==> config.mk <==
export PLATFORM = sky130hd
export DESIGN_NAME = ifetch_buffer
export DESIGN_NICKNAME = d
export VERILOG_FILES = /design/src/rtl/ifetch_pkg.sv /design/src/rtl/ifetch_buffer_sync_fifo.sv /design/src/rtl/ifetch_buffer.sv
export SDC_FILE = /design/constraint.sdc
export NUM_CORES = 1
export LEC_CHECK = 0
export CORE_ASPECT_RATIO = 2
export CORE_UTILIZATION = 55
export DETAILED_ROUTE_END_ITERATION = 10
export PLACE_DENSITY_LB_ADDON = 0.15
export SLEW_MARGIN = 10
export SYNTH_ARGS = -nofsm -noshare
export SYNTH_HDL_FRONTEND = slang
export SYNTH_HIERARCHICAL = 1
export SYNTH_SLANG_ARGS = --single-unit
==> constraint.sdc <==
create_clock -name clk -period 9.9 [get_ports clk]
set_input_delay 2.97 -clock clk [delete_from_list [all_inputs] [get_ports clk]]
set_output_delay 2.97 -clock clk [all_outputs]
set_load 0.01 [all_outputs]
==> src/rtl/ifetch_pkg.sv <==
// ============================================================================
// Module : ifetch_pkg
// Brief  : Shared types and constants for the instruction prefetch buffer.
// Rev    : 1.0 - initial release
// ============================================================================
`default_nettype none

package ifetch_pkg;

    localparam int XLEN_DEFAULT = 32;
    localparam int IFQ_ENTRY    = 2 * XLEN_DEFAULT;

    // Low address bits forced to zero on a redirect target
    localparam logic [1:0] ALIGN_MASK = 2'b11;

    typedef enum logic [0:0] {
        RUN   = 1'b0,
        DRAIN = 1'b1
    } fetch_state_t;

    function automatic int ifq_entry_w(input int xlen);
        return 2 * xlen;
    endfunction

endpackage

`default_nettype wire

==> src/rtl/ifetch_buffer_sync_fifo.sv <==
// ============================================================================
// Module : sync_fifo
// Brief  : Single-clock FIFO with synchronous clear and occupancy count.
// Rev    : 1.0 - initial release
// ============================================================================
`default_nettype none

module sync_fifo #(
    parameter int WIDTH = 8,
    parameter int DEPTH = 4
) (
    input  logic                     clk,
    input  logic                     rst,
    input  logic                     i_clr,
    input  logic                     i_push,
    input  logic [WIDTH-1:0]         i_data,
    input  logic                     i_pop,
    output logic [WIDTH-1:0]         o_data,
    output logic                     o_full,
    output logic                     o_empty,
    output logic [$clog2(DEPTH):0]   o_count
);

    localparam int AW = $clog2(DEPTH);

    logic [WIDTH-1:0] r_mem [DEPTH];
    logic [AW-1:0]    r_wr_ptr;
    logic [AW-1:0]    r_rd_ptr;
    logic [AW:0]      r_count;
    logic             w_do_pop;
    logic             w_do_push;

    assign o_full    = (r_count == (AW+1)'(DEPTH));
    assign o_empty   = (r_count == '0);
    assign o_count   = r_count;
    assign o_data    = r_mem[r_rd_ptr];
    assign w_do_pop  = i_pop && !o_empty;
    // A push into a full FIFO is accepted only when the head leaves this cycle
    assign w_do_push = i_push && (!o_full || w_do_pop);

    always_ff @(posedge clk) begin
        if (rst || i_clr) begin
            r_wr_ptr <= '0;
            r_rd_ptr <= '0;
            r_count  <= '0;
        end else begin
            if (w_do_push)
                r_wr_ptr <= r_wr_ptr + 1'b1;
            if (w_do_pop)
                r_rd_ptr <= r_rd_ptr + 1'b1;
            r_count <= r_count + (AW+1)'(w_do_push) - (AW+1)'(w_do_pop);
        end
    end

    always_ff @(posedge clk) begin
        if (w_do_push)
            r_mem[r_wr_ptr] <= i_data;
    end

endmodule

`default_nettype wire

==> src/rtl/ifetch_buffer.sv <==
// ============================================================================
// Module : ifetch_buffer
// Brief  : Sequential instruction prefetcher with credit-limited issue,
//          in-order response buffering and redirect flush.
// Rev    : 1.0 - initial release
// ============================================================================
`default_nettype none

module ifetch_buffer
    import ifetch_pkg::*;
#(
    parameter int              XLEN     = 32,
    parameter int              DEPTH    = 4,
    parameter logic [XLEN-1:0] RESET_PC = '0
) (
    input  logic            clk,
    input  logic            rst,
    input  logic            redirect_i,
    input  logic [XLEN-1:0] redirect_addr_i,
    output logic [XLEN-1:0] instr_o,
    output logic [XLEN-1:0] instr_pc_o,
    output logic            instr_valid_o,
    input  logic            instr_ready_i,
    output logic            mem_req_o,
    output logic [XLEN-1:0] mem_addr_o,
    input  logic            mem_gnt_i,
    input  logic            mem_rvalid_i,
    input  logic [XLEN-1:0] mem_rdata_i
);

    localparam int              CW      = $clog2(DEPTH) + 1;
    localparam int              EW      = ifq_entry_w(XLEN);
    localparam logic [CW:0]     c_depth = (CW+1)'(DEPTH);
    localparam logic [XLEN-1:0] c_align = ~XLEN'(ALIGN_MASK);

    fetch_state_t    r_state;
    logic [XLEN-1:0] r_fetch_addr;
    logic [CW-1:0]   r_outstanding;
    logic [CW-1:0]   r_discard;

    logic [CW-1:0]   w_out_next;
    logic [CW-1:0]   w_discard_next;
    logic            w_grant;
    logic            w_draining;
    logic            w_deliver;
    logic            w_pop;
    logic [EW-1:0]   w_ifq_head;
    logic            w_ifq_full;
    logic            w_ifq_empty;
    logic [CW-1:0]   w_ifq_count;
    logic [XLEN-1:0] w_tag_head;
    logic            w_tag_full;
    logic            w_tag_empty;
    logic [CW-1:0]   w_tag_count;

    // Credit: buffered plus in-flight words never exceed the FIFO depth
    assign mem_req_o  = !rst && !redirect_i &&
                        (({1'b0, w_ifq_count} + {1'b0, r_outstanding}) < c_depth);
    assign mem_addr_o = r_fetch_addr;
    assign w_grant    = mem_req_o && mem_gnt_i;
    assign w_draining = (r_state == DRAIN);
    assign w_out_next = r_outstanding + CW'(w_grant) - CW'(mem_rvalid_i);
    assign w_deliver  = mem_rvalid_i && !w_draining && !redirect_i;
    assign w_pop      = instr_valid_o && instr_ready_i && !redirect_i;

    assign instr_valid_o = !w_ifq_empty;
    assign instr_o       = instr_valid_o ? w_ifq_head[EW-1:XLEN] : '0;
    assign instr_pc_o    = instr_valid_o ? w_ifq_head[XLEN-1:0]  : '0;

    always_comb begin
        w_discard_next = r_discard;
        if (redirect_i)
            w_discard_next = w_out_next;
        else if (mem_rvalid_i && w_draining)
            w_discard_next = r_discard - 1'b1;
    end

    always_ff @(posedge clk) begin
        if (rst) begin
            r_state       <= RUN;
            r_fetch_addr  <= RESET_PC;
            r_outstanding <= '0;
            r_discard     <= '0;
        end else begin
            r_outstanding <= w_out_next;
            r_discard     <= w_discard_next;
            r_state       <= (w_discard_next != '0) ? DRAIN : RUN;
            if (redirect_i)
                r_fetch_addr <= redirect_addr_i & c_align;
            else if (w_grant)
                r_fetch_addr <= r_fetch_addr + XLEN'(4);
        end
    end

    // Tags survive a redirect: stale responses still pop their own PC
    sync_fifo #(.WIDTH(XLEN), .DEPTH(DEPTH)) u_tag_q (
        .clk     (clk),
        .rst     (rst),
        .i_clr   (1'b0),
        .i_push  (w_grant),
        .i_data  (r_fetch_addr),
        .i_pop   (mem_rvalid_i),
        .o_data  (w_tag_head),
        .o_full  (w_tag_full),
        .o_empty (w_tag_empty),
        .o_count (w_tag_count)
    );

    sync_fifo #(.WIDTH(EW), .DEPTH(DEPTH)) u_instr_q (
        .clk     (clk),
        .rst     (rst),
        .i_clr   (redirect_i),
        .i_push  (w_deliver),
        .i_data  ({mem_rdata_i, w_tag_head}),
        .i_pop   (w_pop),
        .o_data  (w_ifq_head),
        .o_full  (w_ifq_full),
        .o_empty (w_ifq_empty),
        .o_count (w_ifq_count)
    );

    a_no_overflow: assert property (@(posedge clk) disable iff (rst)
        !(mem_rvalid_i && !w_draining && w_ifq_full));
    a_rsp_has_tag: assert property (@(posedge clk) disable iff (rst)
        !(mem_rvalid_i && w_tag_empty));
    a_tag_room:    assert property (@(posedge clk) disable iff (rst)
        !(w_grant && w_tag_full));
    a_tag_track:   assert property (@(posedge clk) disable iff (rst)
        w_tag_count == r_outstanding);

endmodule

`default_nettype wire

==> summary.txt, run 1 <==
Worst setup path
  • Worst setup SP type: input pin
  • Critical path class: in -> out
  • Critical path, cell by cell: clkdlybuf4s50_1 > buf_4 > or2_2 > nor3_1 > clkdlybuf4s50_1
  • R2R depth: 12
  • Reg2reg setup slack: 6.05 ns
  • Worst Path Max Fanout: 44
  • Critical Path Max Stage Delay: 0.57 ns
  • CP dominant cell by count: clkdlybuf4s50_1
  • WP data required: 6.93 ns
  • Worst r2r src: u_instr_q/o_count[2]
  • Critical-path top delay cell: clkdlybuf4s50_1
  • Worst setup EP type: primary output
  • Crit-path leading delay family: buffers and inverters
  • FF-to-FF End: r_state
  • Buf/Inv on CP: 3
  • Instance count on the critical path: 5
  • CP Data Arrival Time: 4.87 ns

Floorplanning
  • Die area: 32300 µm²
  • Die Width: 128 µm
  • Starting Density: 56.1%
  • Die height: 253 µm
  • Row count: 91
  • Core area: 31000 µm²
  • I/O Pins: 168

CTS
  • Number of H-tree levels: 2
  • Clk Latency, worst-skew pair: 0.54 ns
  • TritonCTS Buffers: 37
  • Hold_buf cts: 0
  • Worst-path clk slew: 0.07 ns
  • Post-CTS setup buffer count: 0
  • Clock tree buffer depth: 3
  • Root Buffer: clkbuf_16
  • Post-CTS sizing: 0
  • CTS tree: done
  • Clock sink count: 439

Timing
  • Slew @ Worst Pin: 1.01 ns
  • Minimum clock period: 7.84 ns
  • Final setup margin: 2.06 ns
  • Setup-failing EPs final: 0
  • Setup TNS: 0 ns
  • RSZ-0062 raised after global routing: no
  • Clk_skew: 0.0228 ns
  • Tcrit/Tclk final: 79.2%
  • Fin. max-slew vios: 0
  • Worst relative slew slack: 32.8%
  • Final hold violation count: 0
  • Max frequency: 128 MHz

Routing
  • Total wire length: 33500 µm
  • Met2 wire len: 18200 µm
  • DRT met1 WL: 12600 µm
  • Routed length on met3: 1440 µm
  • Vias/cell: 5.81
  • Routed WL per cell: 21.3 µm
  • Router iterations before antenna repair: 5
  • # DRC: 0
  • DR iter-0 viols: 551
  • Vias: 9147
  • Max layer used: met4
  • ANT nets after route: 0

GRT
  • First-pass GRT wire length: 51700 µm
  • Pin count of the biggest net entering global routing: 66
  • Vias in the first global route: 9389
  • Gr usage total: 21.5%
  • Residual overflow from global routing: 0
  • Initial antenna violation count: 0

Synth
  • Mean post-synth cell area: 18.5 µm²
  • Mapped Cells: 938
  • Ys Warns: 6
  • Netlist Area Pre-Place: 17400 µm²

Final layout
  • Ant. Diodes: 0
  • Layout cells sized above 1: 17.1%
  • Fillers: 2195
  • Area growth syn-to-layout: 19.5%
  • Nets: 1216

Placement
  • # port buffers: 163
  • HPWL after DPL: 20500 µm
  • DP Worst Slack: 2.10 ns
  • Gpl congestion: 0.882

Worst hold path
  • Hold Path Cell Cnt: 2
  • Hold_sp: u_tag_q/r_wr_ptr[1]
  • Worst Hold End: u_tag_q/r_wr_ptr[1]
  • Min-Delay Path Class: reg -> reg

Power
  • Max VDD drop: 0.144 mV
  • Tot Pwr: 0.00390 W
  • Power Density: 188 nW/µm²
  • Static leakage: 6.60 nW

Status
  • Status: finished, final reports clean

Run
  • Max cap viols: 0
## worst min-delay path, cell delays in order (launching register included)
cell and delay [ns]:
dfxtp_1 0.34, nand2_1 0.07, mux2i_1 0.06
## where the power goes
part           total [W]  internal, W  switching (W)
sequential       0.00211      0.00207      0.0000399
clock            0.00152     0.000881       0.000644
combinational   0.000261     0.000131       0.000130
## per-stage QoR
step	instances	hold WS (ns)	utilization [%]	instance area [µm²]
floorplan	952	0.471	-	17400
global placement	1506	0.486	62.9	19500
detailed placement	1506	0.503	62.9	19500
CTS	1574	0.513	67.1	20800
global route	1574	0.530	67.1	20800
finish	1574	0.510	67.1	20800
## final cells by class
| class | instances | area (µm²) | area share [%] |
|---|---|---|---|
| Multi-Input combinational cell | 452 | 4520 | 21.8 |
| Timing Repair Buffer | 177 | 1740 | 8.36 |
| Inverter | 20 | 75.1 | 0.361 |
| Clock inverter | 26 | 290 | 1.40 |
| Clock buffer | 42 | 987 | 4.75 |
| Sequential cell | 439 | 12600 | 60.9 |
| Tap cell | 418 | 523 | 2.52 |
## flip-flops by register name (all words and copies together) (netlist names), named ones only
signal,cells
r_state,1
u_tag_q/r_mem,128
u_instr_q/r_rd_ptr,2
u_tag_q/r_rd_ptr,2
u_instr_q/o_count,3
mem_addr_o,30
r_discard,3
r_outstanding,3
u_instr_q/r_mem,256
u_tag_q/o_count,3
u_tag_q/r_wr_ptr,2
u_instr_q/r_wr_ptr,2
## metal layers
layer	vias to the layer above	global-route usage [%]
met2	290	39.5
met4	0	9.08
met1	4704	25.0
met3	72	2.73
li1	4081	-
met5	-	0
## worst max path at each step
stage	endpoint	slack (ns)	startpoint
after global placement	mem_req_o	2.09	rst
after floorplan	mem_req_o	3.18	redirect_i
after CTS	mem_req_o	2.08	rst
final	mem_req_o	2.06	rst
after global routing	mem_req_o	1.94	rst
after detailed placement	mem_req_o	2.10	rst
## cell usage in the layout (no fill, tap or decap), types with 15 or more instances in the layout
cell and n:
nand3_1 20, nand2_1 39, edfxtp_1 384, ha_1 16
mux4_2 96, dfxtp_1 51, conb_1 15, clkdlybuf4s50_1 163
clkbuf_16 39, inv_1 19, nor2b_1 66, nor2_1 23
nor3_1 21, xnor2_1 16
Power figures use the tool's default switching activity.
==> inputs of run 2 (changes only) <==
==> constraint.sdc (replaced) <==
create_clock -name clk -period 7.7 [get_ports clk]
set_input_delay 2.31 -clock clk [delete_from_list [all_inputs] [get_ports clk]]
set_output_delay 2.31 -clock clk [all_outputs]
set_load 0.01 [all_outputs]
==> summary.txt, run 2 (synthesis gave the netlist of run 1 again) <==
Status
  • Status: finished, final reports clean

Timing
  • Final setup margin: 1.49 ns (-0.572 ns)
  • RSZ-0062 raised after global routing: no
  • Tcrit/Tclk final: 80.6%
  • Max frequency: 161 MHz
  • Slew @ Worst Pin: 1.15 ns (+0.146 ns)
  • Setup-failing EPs final: 0 (unchanged)
  • Setup TNS: 0 ns (unchanged)
  • Minimum clock period: 6.21 ns
  • Clk_skew: 0.0129 ns (-0.00986 ns)
  • Fin. max-slew vios: 0 (unchanged)
  • Worst relative slew slack: 22.4% (-10 points)
  • Final hold violation count: 0 (unchanged)

Worst setup path
  • Buf/Inv on CP: 2 (-1)
  • Worst Path Max Fanout: 5 (-89%)
  • Critical path class: in -> out
  • CP Data Arrival Time: 3.90 ns (-0.97 ns)
  • Critical Path Max Stage Delay: 0.57 ns (about the same)
  • CP dominant cell by count: clkdlybuf4s50_1
  • Worst setup EP type: primary output
  • Crit-path leading delay family: buffers and inverters
  • Worst setup SP type: input pin
  • Critical path, cell by cell: clkdlybuf4s50_1 > or2_2 > nor3_1 > clkdlybuf4s50_1
  • Critical-path top delay cell: clkdlybuf4s50_1
  • R2R depth: 12 (unchanged)
  • WP data required: 5.39 ns (-1.54 ns)
  • Instance count on the critical path: 4 (-1)

GRT
  • Vias in the first global route: 9469 (+0.85%)
  • Pin count of the biggest net entering global routing: 66 (unchanged)
  • Initial antenna violation count: 0 (unchanged)
  • Gr usage total: 21.6% (+0.18 points)
  • First-pass GRT wire length: 52300 µm (+1.2%)
  • Residual overflow from global routing: 0 (unchanged)

CTS
  • TritonCTS Buffers: 37 (unchanged)
  • Hold_buf cts: 0 (unchanged)
  • Root Buffer: clkbuf_16
  • Worst-path clk slew: 0.06 ns (about the same)
  • CTS tree: done
  • Clock tree buffer depth: 3 (unchanged)
  • Clock sink count: 439 (unchanged)
  • Post-CTS setup buffer count: 0 (unchanged)
  • Number of H-tree levels: 2 (unchanged)
  • Clk Latency, worst-skew pair: 0.52 ns (-0.02 ns)
  • Post-CTS sizing: 0 (unchanged)

Routing
  • Total wire length: 33600 µm (+0.14%)
  • DR iter-0 viols: 457 (-17%)
  • ANT nets after route: 0 (unchanged)
  • Router iterations before antenna repair: 5 (unchanged)
  • Vias: 8968 (-2.0%)
  • Vias/cell: 5.70 (-2.0%)
  • # DRC: 0 (unchanged)
  • Routed WL per cell: 21.3 µm (+0.14%)

Placement
  • # port buffers: 163 (unchanged)
  • HPWL after DPL: 20500 µm (-0.31%)
  • Gpl congestion: 0.843 (-4.4%)
  • DP Worst Slack: 1.50 ns (-0.601 ns)
  • Cell count after placement: 1508 (+0.13%)

Floorplanning
  • Starting Density: 56.1% (unchanged)
  • I/O Pins: 168 (unchanged)
  • Core area: 31000 µm² (unchanged)
  • Die Width: 128 µm (unchanged)
  • Row count: 91 (unchanged)
  • Die area: 32300 µm² (unchanged)
  • Die height: 253 µm (unchanged)

Final layout
  • Number of flip-flops in the largest register: 256 (unchanged)
  • Nets: 1218 (+0.16%)
  • Layout cells sized above 1: 16.7% (-0.43 points)
  • Fillers: 2172 (-1.0%)
  • Commonest non-fill, non-tap cells in the layout: 384 x edfxtp_1, 163 x clkdlybuf4s50_1, 96 x mux4_2
  • Fin cells: 1574 (unchanged)
  • Biggest register: u_instr_q/r_mem
  • Ant. Diodes: 0 (unchanged)
  • Commonest non-fill, non-tap cell in the layout: edfxtp_1
  • Core Util, Final: 67.1% (about the same)
  • Area growth syn-to-layout: 19.5% (about the same)

Worst hold path
  • Min-Delay Path Class: reg -> reg
  • Hold Path Cell Cnt: 2 (unchanged)

Power
  • Static leakage: 6.59 nW (-0.14%)
  • Power Density: 238 nW/µm² (+27%)
  • Max VDD drop: 0.192 mV (+33%)

Run
  • Max cap viols: 0 (unchanged)
==> run 2: worst min-delay path: cells and delay by family (launching register included) <==
family / cells / cell delay, ns
flip-flops: 1 / 0.33
multiplexers: 1 / 0.05
AND/OR/NAND/NOR: 1 / 0.06
==> run 2: final cells by class <==
class | count | area, µm² | share of cell area, %
flip-flops and latches | 439 | 12600 | 60.9
multi-input cells | 452 | 4520 | 21.7
repair buffers | 179 | 1790 | 8.61
clock buffers | 55 | 1070 | 5.14
well taps | 418 | 523 | 2.52
clock inverters | 11 | 159 | 0.765
inverters | 20 | 75.1 | 0.361
==> run 2: where the power goes <==
group          total (W)  switching [W]  internal [W]
logic           0.000339       0.000168      0.000171
clock network    0.00188       0.000787       0.00110
registers        0.00272      0.0000520       0.00267
total            0.00494        0.00101       0.00394
==> run 2: final timing paths <==
path | from | to | slack (ns)
max | rst | mem_req_o | 1.49
min | u_instr_q/r_wr_ptr[1] | u_instr_q/r_wr_ptr[1] | 0.50
max reg2reg | u_instr_q/o_count[1] | u_instr_q/o_count[2] | 4.12
min reg2reg | u_instr_q/r_wr_ptr[1] | u_instr_q/r_wr_ptr[1] | 0.50
==> run 2: routing by layer <==
metal | vias to the layer above | routed length [µm] | global-route usage (%)
met3 | 81 | 1350 | 2.62
li1 | 4073 | - | -
met2 | 277 | 18500 | 40.4
met1 | 4537 | 12600 | 24.8
met4 | 0 | 1160 | 9.11
met5 | - | 0 | 0
==> run 2: per-stage QoR <==
step | hold WS, ns | instance area, µm² | total power, W
after detailed placement | 0.490 | 19500 | 0.00311
final | 0.497 | 20800 | 0.00494
after floorplan | 0.471 | 17400 | 0.00295
after CTS | 0.498 | 20800 | 0.00500
after global placement | 0.490 | 19500 | 0.00310
after global routing | 0.536 | 20800 | 0.00511
==> RTL change (config.mk and constraints of run 2) <==
Set the parameter `XLEN` to 64 (it was 32).
--- a/src/rtl/ifetch_buffer.sv
+++ b/src/rtl/ifetch_buffer.sv
@@ -10,5 +10,5 @@
     import ifetch_pkg::*;
 #(
-    parameter int              XLEN     = 32,
+    parameter int              XLEN     = 64,
     parameter int              DEPTH    = 4,
     parameter logic [XLEN-1:0] RESET_PC = '0
Interface: changed (5 resized); port bits go from 168 to 328. The function was not compared with the original's and may differ.
==> RTL change against run 2 <==
- total power is 88% higher
- setup slack better by 0.23 ns
- sequential cell count is 416 higher
- critical path depth stayed put
- area after synthesis is 93% higher
- routed wire length is 120% higher
- design area is 92% higher
- combinational power is 78% higher
- largest cell class unchanged
==> RTL change: results <==
grt:
  antenna_found_initial: 0
  grt_pass1_vias: 18700
  grt_max_degree: 83
  grt_pass1_wl_mm: 111
  gr-usage-all-layers_pct: 24.2
place:
  gp_congestion: 0.899
  post-dp-hpwl_mm: 46.1
  pre_cts_ws_ns: 1.74
  io_buffers: 323
  dpl_cell_area_sq_mm: 0.0377
critical_path:
  worst_path_max_delay_cell: "clkdlybuf4s50_1"
  r2r-end: "r_state"
  cp_slowest_stage_delay_ns: 0.53
  endpoint: "mem_req_o"
  crit_family: "simple AND/OR/NAND/NOR gates"
  r2r_slack_ns: 4.19
  cp_data_arrival_time_ns: 3.67
  cp-startpoint: "redirect_i"
  worst_r2r_startpoint: "u_instr_q/o_count[2]"
  r2r_cells: 12
  path_max_fanout: 10
worst_hold_path:
  hp-class: "reg -> reg"
  hp-start: "u_tag_q/r_wr_ptr[0]"
  hold_depth: 2
  hold_path_end: "u_tag_q/r_wr_ptr[0]"
detailed_routing:
  wl_per_cell_microns: 24.8
  dr.first_iter.drc_count: 1305
  drt-pass1-iter-count: 5
  viasPerCell: 5.99
clock_tree:
  cts_made_buffers: 72
  clk_latency_ns: 0.59
  root_buffer: "clkbuf_16"
  htreeDepth: 3
  clock_path_buffers: 3
  post-cts-setup-buffers: 0
  path_clk_slew_ns: 0.07
  cts_resized: 0
synth:
  synth_warnings: 6
final_layout:
  drive_above_1_share_pct: 16.5
  nets: 2264
  antennaDiodeCount: 0
  top_register: "u_instr_q/r_mem"
  largest_register_ffs: 512
sta:
  fin_crit_ns: 5.98
  worst_slew_pin_slew_ns: 1.13
  skew_ns: 0.0213
  whs_ns: 0.507
outcome:
  status: "finished, final reports clean"
power_and_ir_drop:
  p_leak_nw: 12.5
  ir_drop_mv: 0.144
==> RTL change: cell type report <==
cell class,count,area (sq um)
sequential,855,24800
fill,4110,20200
multi-input combinational,800,8240
timing repair buffer,360,3600
clock buffer,88,1880
tap,774,968
clock inverter,35,239
inverter,22,82.6
==> RTL change: report_power, final <==
part	switching (mW)	total, mW	internal [mW]
clock network	1.53	3.36	1.84
logic	0.303	0.605	0.303
registers	0.100	5.30	5.20
==> RTL change: per-layer routing <==
| layer | vias to the layer above | wire length (microns) | GRT usage [%] |
|---|---|---|---|
| met1 | 9007 | 27600 | 29.4 |
| met3 | 121 | 4260 | 3.46 |
| li1 | 7731 | - | - |
| met4 | 0 | 2380 | 9.48 |
| met2 | 707 | 38700 | 43.5 |
| met5 | - | 0 | 0 |
==> RTL change: stage by stage <==
stage,instances,power (mW)
2_1_floorplan,1765,5.69
3_5_place_dp,2811,6.01
6_report,2934,9.27
5_1_grt,2934,9.57
4_1_cts,2934,9.37
3_3_place_gp,2811,5.99
